==> config.mk <==
export PLATFORM = sky130hd
export DESIGN_NAME = uart_pattern_writer
export DESIGN_NICKNAME = d
export VERILOG_FILES = /design/src/rtl/uart_pattern_writer.sv
export SDC_FILE = /design/constraint.sdc
export NUM_CORES = 1
export LEC_CHECK = 0
export CORE_ASPECT_RATIO = 0.9
export CORE_MARGIN = 4
export CORE_UTILIZATION = 49
export DETAILED_ROUTE_END_ITERATION = 6
export HOLD_SLACK_MARGIN = 0.06
export PLACE_DENSITY = 0.71
export SYNTH_ARGS = -nofsm -noshare
export SYNTH_HDL_FRONTEND = slang
export SYNTH_SLANG_ARGS = --single-unit
export TNS_END_PERCENT = 20
==> constraint.sdc <==
create_clock -name clk -period 2 [get_ports clk]
set_input_delay 0.6 -clock clk [delete_from_list [all_inputs] [get_ports clk]]
set_output_delay 0.6 -clock clk [all_outputs]
set_load 0.02 [all_outputs]
==> src/rtl/uart_pattern_writer.sv <==
// UART 8N1 receiver that loads 5-bit LED patterns into an external RAM and
// commits (0x80) or aborts (0x81) the buffered pattern.
module uart_pattern_writer #(
    parameter int CLK_FREQ_HZ = 25000000,
    parameter int BAUD        = 115200
) (
    input  logic       clk,
    input  logic       resetn,
    input  logic       rxd,
    output logic       mem_we,
    output logic [4:0] mem_waddr,
    output logic [4:0] mem_wdata,
    output logic [4:0] last_idx,
    output logic       commit,
    output logic       overflow,
    output logic       frame_err
);

    localparam int CPB  = CLK_FREQ_HZ / BAUD;
    localparam int HALF = CPB / 2;
    localparam int TW   = (CPB > 1) ? $clog2(CPB) : 1;
    localparam logic [TW-1:0] CPB_LAST  = TW'(CPB - 1);
    localparam logic [TW-1:0] HALF_LAST = TW'(HALF - 1);
    localparam logic [TW-1:0] T_ONE     = TW'(1);

    typedef enum logic [1:0] {
        S_IDLE  = 2'd0,
        S_START = 2'd1,
        S_DATA  = 2'd2,
        S_STOP  = 2'd3
    } state_t;

    logic          sync1_r, sync2_r;
    state_t        state_r, state_n;
    logic [TW-1:0] timer_r, timer_n;
    logic [2:0]    bit_cnt_r, bit_cnt_n;
    logic [7:0]    shift_r, shift_n;
    logic [5:0]    wptr_r;
    logic          byte_done_s, stop_ok_s;
    logic          wr_s, cmt_s, clr_ptr_s, set_ov_s, set_fe_s, clr_flags_s;

    // Two-flop synchronizer; idles high so reset never looks like a start bit.
    always_ff @(posedge clk) begin
        if (!resetn) begin
            sync1_r <= 1'b1;
            sync2_r <= 1'b1;
        end else begin
            sync1_r <= rxd;
            sync2_r <= sync1_r;
        end
    end

    // Receiver state register.
    always_ff @(posedge clk) begin
        if (!resetn) begin
            state_r   <= S_IDLE;
            timer_r   <= '0;
            bit_cnt_r <= 3'd0;
            shift_r   <= 8'h00;
        end else begin
            state_r   <= state_n;
            timer_r   <= timer_n;
            bit_cnt_r <= bit_cnt_n;
            shift_r   <= shift_n;
        end
    end

    // Receiver next-state: start bit checked mid-bit, then every CPB clocks.
    always_comb begin
        state_n     = state_r;
        timer_n     = timer_r;
        bit_cnt_n   = bit_cnt_r;
        shift_n     = shift_r;
        byte_done_s = 1'b0;
        stop_ok_s   = 1'b0;
        case (state_r)
            S_IDLE: begin
                timer_n   = '0;
                bit_cnt_n = 3'd0;
                if (!sync2_r) begin
                    state_n = S_START;
                end else begin
                    state_n = S_IDLE;
                end
            end
            S_START: begin
                if (timer_r == HALF_LAST) begin
                    timer_n = '0;
                    if (!sync2_r) begin
                        state_n = S_DATA;
                    end else begin
                        state_n = S_IDLE;
                    end
                end else begin
                    timer_n = timer_r + T_ONE;
                end
            end
            S_DATA: begin
                if (timer_r == CPB_LAST) begin
                    timer_n = '0;
                    shift_n = {sync2_r, shift_r[7:1]};
                    if (bit_cnt_r == 3'd7) begin
                        bit_cnt_n = 3'd0;
                        state_n   = S_STOP;
                    end else begin
                        bit_cnt_n = bit_cnt_r + 3'd1;
                    end
                end else begin
                    timer_n = timer_r + T_ONE;
                end
            end
            S_STOP: begin
                if (timer_r == CPB_LAST) begin
                    timer_n     = '0;
                    byte_done_s = 1'b1;
                    stop_ok_s   = sync2_r;
                    state_n     = S_IDLE;
                end else begin
                    timer_n = timer_r + T_ONE;
                end
            end
            default: begin
                state_n   = S_IDLE;
                timer_n   = '0;
                bit_cnt_n = 3'd0;
            end
        endcase
    end

    // Byte decode: data write, commit, abort or bad-byte flagging.
    always_comb begin
        wr_s        = 1'b0;
        cmt_s       = 1'b0;
        clr_ptr_s   = 1'b0;
        set_ov_s    = 1'b0;
        set_fe_s    = 1'b0;
        clr_flags_s = 1'b0;
        if (byte_done_s && !stop_ok_s) begin
            set_fe_s = 1'b1;
        end else if (byte_done_s) begin
            if (shift_r[7:5] == 3'b000) begin
                if (!wptr_r[5]) begin
                    wr_s = 1'b1;
                end else begin
                    set_ov_s = 1'b1;
                end
            end else if (shift_r == 8'h80) begin
                cmt_s       = (wptr_r != 6'd0);
                clr_ptr_s   = 1'b1;
                clr_flags_s = 1'b1;
            end else if (shift_r == 8'h81) begin
                clr_ptr_s   = 1'b1;
                clr_flags_s = 1'b1;
            end else begin
                set_fe_s = 1'b1;
            end
        end else begin
            wr_s = 1'b0;
        end
    end

    // Registered outputs and write pointer; flag clear beats flag set.
    always_ff @(posedge clk) begin
        if (!resetn) begin
            wptr_r    <= 6'd0;
            mem_we    <= 1'b0;
            mem_waddr <= 5'd0;
            mem_wdata <= 5'd0;
            last_idx  <= 5'd0;
            commit    <= 1'b0;
            overflow  <= 1'b0;
            frame_err <= 1'b0;
        end else begin
            mem_we <= wr_s;
            commit <= cmt_s;
            if (wr_s) begin
                mem_waddr <= wptr_r[4:0];
                mem_wdata <= shift_r[4:0];
                wptr_r    <= wptr_r + 6'd1;
            end else if (clr_ptr_s) begin
                wptr_r <= 6'd0;
            end else begin
                wptr_r <= wptr_r;
            end
            if (cmt_s) begin
                last_idx <= 5'(wptr_r - 6'd1);
            end else begin
                last_idx <= last_idx;
            end
            if (clr_flags_s) begin
                overflow  <= 1'b0;
                frame_err <= 1'b0;
            end else begin
                overflow  <= overflow | set_ov_s;
                frame_err <= frame_err | set_fe_s;
            end
        end
    end

endmodule

# Word-level counts from Yosys, hierarchy flattened

Index checks and enable logic that the tools add are counted.

Flip-flop bits (word level): 48
Input bits: 3

Muxes and demuxes: 41
Reduce and logical (&&, ||, !) cells: 12
Equality and inequality tests: 12
Add/subtract/negate cells: 4
Bitwise gates (word level): 3

Operators by type and width:

| kind                                              | count |
|---|---|
| two-way mux 1 bit                                 | 27 |
| == test 8 bit (second input constant)             | 3 |
| case mux 8 bit (3 select lines)                   | 1 |
| two-way mux 8 bit                                 | 2 |
| two-way mux 6 bit                                 | 2 |
| two-way mux 2 bit                                 | 5 |
| adder 8 x 1 -> 8 bit (second input constant)      | 1 |
| == test 8 x 7 -> 1 bit (second input constant)    | 1 |
| != test 2 bit (second input constant)             | 4 |
| case mux 2 bit (4 select lines)                   | 1 |
| adder 6 x 1 -> 6 bit (second input constant)      | 1 |
| two-way mux 3 bit                                 | 2 |
| case mux 3 bit (2 select lines)                   | 1 |
| nonzero test 6 bit                                | 1 |
| subtractor 5 x 1 -> 5 bit (second input constant) | 1 |
| == test 2 bit (second input constant)             | 2 |
| AND reduction 2 bit                               | 2 |
| AND reduction 4 bit                               | 1 |
| nonzero test 2 bit                                | 2 |
| OR reduction 2 bit                                | 2 |
| adder 3 x 1 -> 3 bit (second input constant)      | 1 |
| == test 3 bit (second input constant)             | 1 |
| zero test 3 bit                                   | 1 |
| == test 2 x 1 -> 1 bit (second input constant)    | 1 |
| other kinds (5)                                   | 6 |

# Longest topological paths before layout

Gate-level depths: netlist (run 1).

Depth after elaboration: 8
Gate-level depth with buffers: 8
Gate-level depth less buffers: 6

# Worst setup path before layout (run 1)

OpenSTA, ideal clock, no wires.

Path kind: input to register
Start: input resetn
End: register (tool-made name)
Setup time: 141 ps
Arrival time: 1559 ps
Buffers on the path: 3
Cell stages on the path: 5
Setup slack: 300 ps
Cell sequence: clkbuf_1 -> inv_1 -> clkbuf_1 -> buf_1 -> a21oi_1

RTL lines:

| element            | line | source |
|---|---|---|
| start: declaration | 8    | `input logic resetn,` |

# Final worst setup path (run 1)

Start: register mem_waddr[3]
End: output mem_waddr[3]

RTL lines:

| element                  | line | source |
|---|---|---|
| start: declaration       | 11   | `output logic [4:0] mem_waddr,` |
| start signal: assignment | 177  | `mem_waddr <= wptr_r[4:0];` |

No word-level cell between the ends.

==> results of run 1 <==
==> routing by layer <==
layer / wire [um] / track usage / vias to the layer above
met5: 0 / 0 / -
li1: - / - / 933
met2: 1974 / 0.2488 / 38
met1: 2361 / 0.2592 / 871
met3: 204 / 0.04774 / 4
met4: 34 / 0.05437 / 0
==> report_power, final <==
group / switching (mW) / total (mW) / internal [mW]
logic: 0.0273 / 0.0457 / 0.0184
registers: 0.00273 / 0.961 / 0.958
clock network: 0.312 / 0.589 / 0.276
total: 0.342 / 1.60 / 1.25
==> sequential cells by signal (all words and copies together), names as in the netlist, named ones only <==
name	flops
overflow	1
bit_cnt_r	3
wptr_r	6
frame_err	1
timer_r	8
last_idx	5
commit	1
shift_r	8
state_r	1
mem_waddr	5
mem_wdata	5
sync1_r	1
mem_we	1
sync2_r	1
==> final timing paths <==
path,start,end,cells after the start
min,sync1_r,sync2_r,1
max,mem_waddr[3],mem_waddr[3],1
min reg2reg,sync1_r,sync2_r,1
max reg2reg,timer_r[0],last_idx[4],6
==> cell families after synthesis <==
| family | synth area share |
|---|---|
| XOR/XNOR | 0.03576 |
| adder cells (fa/ha/maj) | 0.03973 |
| multiplexers | 0.04086 |
| buffers and inverters | 0.04199 |
| AO/OA/AOI/OAI | 0.1453 |
| flip-flops | 0.4359 |
| AND/OR/NAND/NOR | 0.2605 |
==> synthesized netlist by cell type (3+ instances only) <==
cell,instances,area [um^2]
and3_1,3,18.77
nand3_1,17,85.08
a21oi_1,11,55.05
buf_2,4,20.02
nor4_1,4,25.02
nor2_1,26,97.59
inv_1,6,22.52
ha_1,7,87.58
nand2b_1,3,18.77
xnor2_1,3,26.28
a31oi_1,5,31.28
xor2_1,6,52.55
nand4_1,5,31.28
o21ai_0,6,30.03
nor3_1,4,20.02
a21oi_2,6,52.55
nand2_1,32,120.1
mux2i_1,9,90.09
dfxtp_1,48,960.9
a211oi_1,4,30.03
clkbuf_1,6,22.52
==> area by class of cell <==
class,count,area (um^2)
well taps,60,75.07
clock buffers,6,82.58
fillers,373,1593
multi-input cells,179,1151
flip-flops and latches,48,960.9
repair buffers,33,312.8
clock inverters,2,10.01
inverters,7,26.28
==> impl_metrics.env, run 1 <==
export IMPL_synth_distinct_cells=46
export IMPL_synthArstFlopShare=0
export IMPL_max_freq_ghz=0.5391
export IMPL_power_mw=1.595
export IMPL_ys_flop_type="dfxtp_1"
export IMPL_clk_latency_ns=0.30
export IMPL_utilization=0.6218
export IMPL_drt_initial_drc_count=151
export IMPL_p_leak_nw=0.9282
export IMPL_grt_pass1_vias=1735
export IMPL_num_vias=1846
export IMPL_timing_hold_ws_ns=0.4159
export IMPL_setup_tns_ns=0
export IMPL_cts_tree="built"
export IMPL_grt_first_pass_wirelength_mm=8.010
export IMPL_worstPathRequired_ns=1.40
export IMPL_gp_congestion=0.8253
export IMPL_avgSynthCellArea_um2=8.890
export IMPL_rsz0062_at_grt="no"
export IMPL_worstSetupPathType="reg -> out"
export IMPL_grt_usage=0.1759
export IMPL_hp_class="reg -> reg"
export IMPL_layout_drive_gt1_share=0.1273
export IMPL_stdcell_area_um2=2619
export IMPL_clk_pin_slew_ns=0.09
export IMPL_reg2reg_setup_slack_ns=0.15
export IMPL_die_y_um=71.64
export IMPL_hold_viol=0
export IMPL_placed_cell_area_um2=2526
export IMPL_yosys_warnings=0
export IMPL_critPathArrivalTime_ns=1.25
export IMPL_final_antenna_net_count=0
export IMPL_syn_area_um2=2205
export IMPL_grt_max_degree=18
export IMPL_maxSlewViolCount=0
export IMPL_cts_setup_buffers=0
export IMPL_grt_antenna_before_repair=0
export IMPL_pre_cts_ws_ns=0.1759
export IMPL_rows=22
export IMPL_detail_route_wl_per_cell_um=13.65
export IMPL_placedCellCount=327
export IMPL_cp_max_fo=2
export IMPL_worst_slack_ns=0.1451
export IMPL_maxCapViolations=0
export IMPL_via_per_inst=5.510
export IMPL_dr_pass1_iters=4
export IMPL_max_stage_delay_ns=0.62
export IMPL_clock_skew_ns=0.007806
export IMPL_endpoint_kind="output pin"
export IMPL_timing_final_crit_share=0.9275
export IMPL_crit_chain="clkdlybuf4s50_1"
export IMPL_tightest_slew_ns=0.5251
export IMPL_synth_edf_count=0
export IMPL_status="complete, no violations"
export IMPL_yosysSeqAreaShare=0.4359
export IMPL_grt_overflow_total=0
export IMPL_final_cell_mix="48 x dfxtp_1, 32 x nand2_1, 26 x nor2_1, 21 x clkdlybuf4s50_1, 17 x nand3_1"
export IMPL_cts_root_buffer_cell="clkbuf_8"
export IMPL_io_buffers=21
export IMPL_start_kind="flop"
export IMPL_diodes=0
export IMPL_syn_inst=248
export IMPL_cts_buffers=5
export IMPL_core_um2=4212
export IMPL_powerDensity_nw_per_um2=609.2
export IMPL_routed_wirelength_mm=4.573
export IMPL_final_cells=335
export IMPL_clkSinkCount=48
export IMPL_hold_buffers=0
export IMPL_die_width_um=78.71
export IMPL_cts_resized=0
export IMPL_fin_crit_ns=1.855
export IMPL_slew_headroom=0.6452
export IMPL_die_area_um2=5638
export IMPL_critPathTopFamily="buffers and inverters"
export IMPL_worst_path_buf_inv=1
export IMPL_final_nets=284
export IMPL_ys_ff_latch=48
export IMPL_initial_core_util=0.5235
export IMPL_drc=0
export IMPL_dpl_hpwl_mm=3.315
export IMPL_syn_nets=258
export IMPL_final_common_cell="dfxtp_1"
export IMPL_clockBufferDepth=2
export IMPL_slowest_stage="clkdlybuf4s50_1"
export IMPL_htreeDepth=2
export IMPL_final_setup_viol_count=0
export IMPL_pin_count=22
export IMPL_area_delta_synth_final_pct=18.79
export IMPL_ir_drop_mv=0.4623
(Power assumes the default switching activity.)
==> run 2: changes to the inputs <==
- TNS_END_PERCENT: 20 -> 5
==> results of run 2 <==
No change in the layout: final DEF, timing and power equal those of run 1.
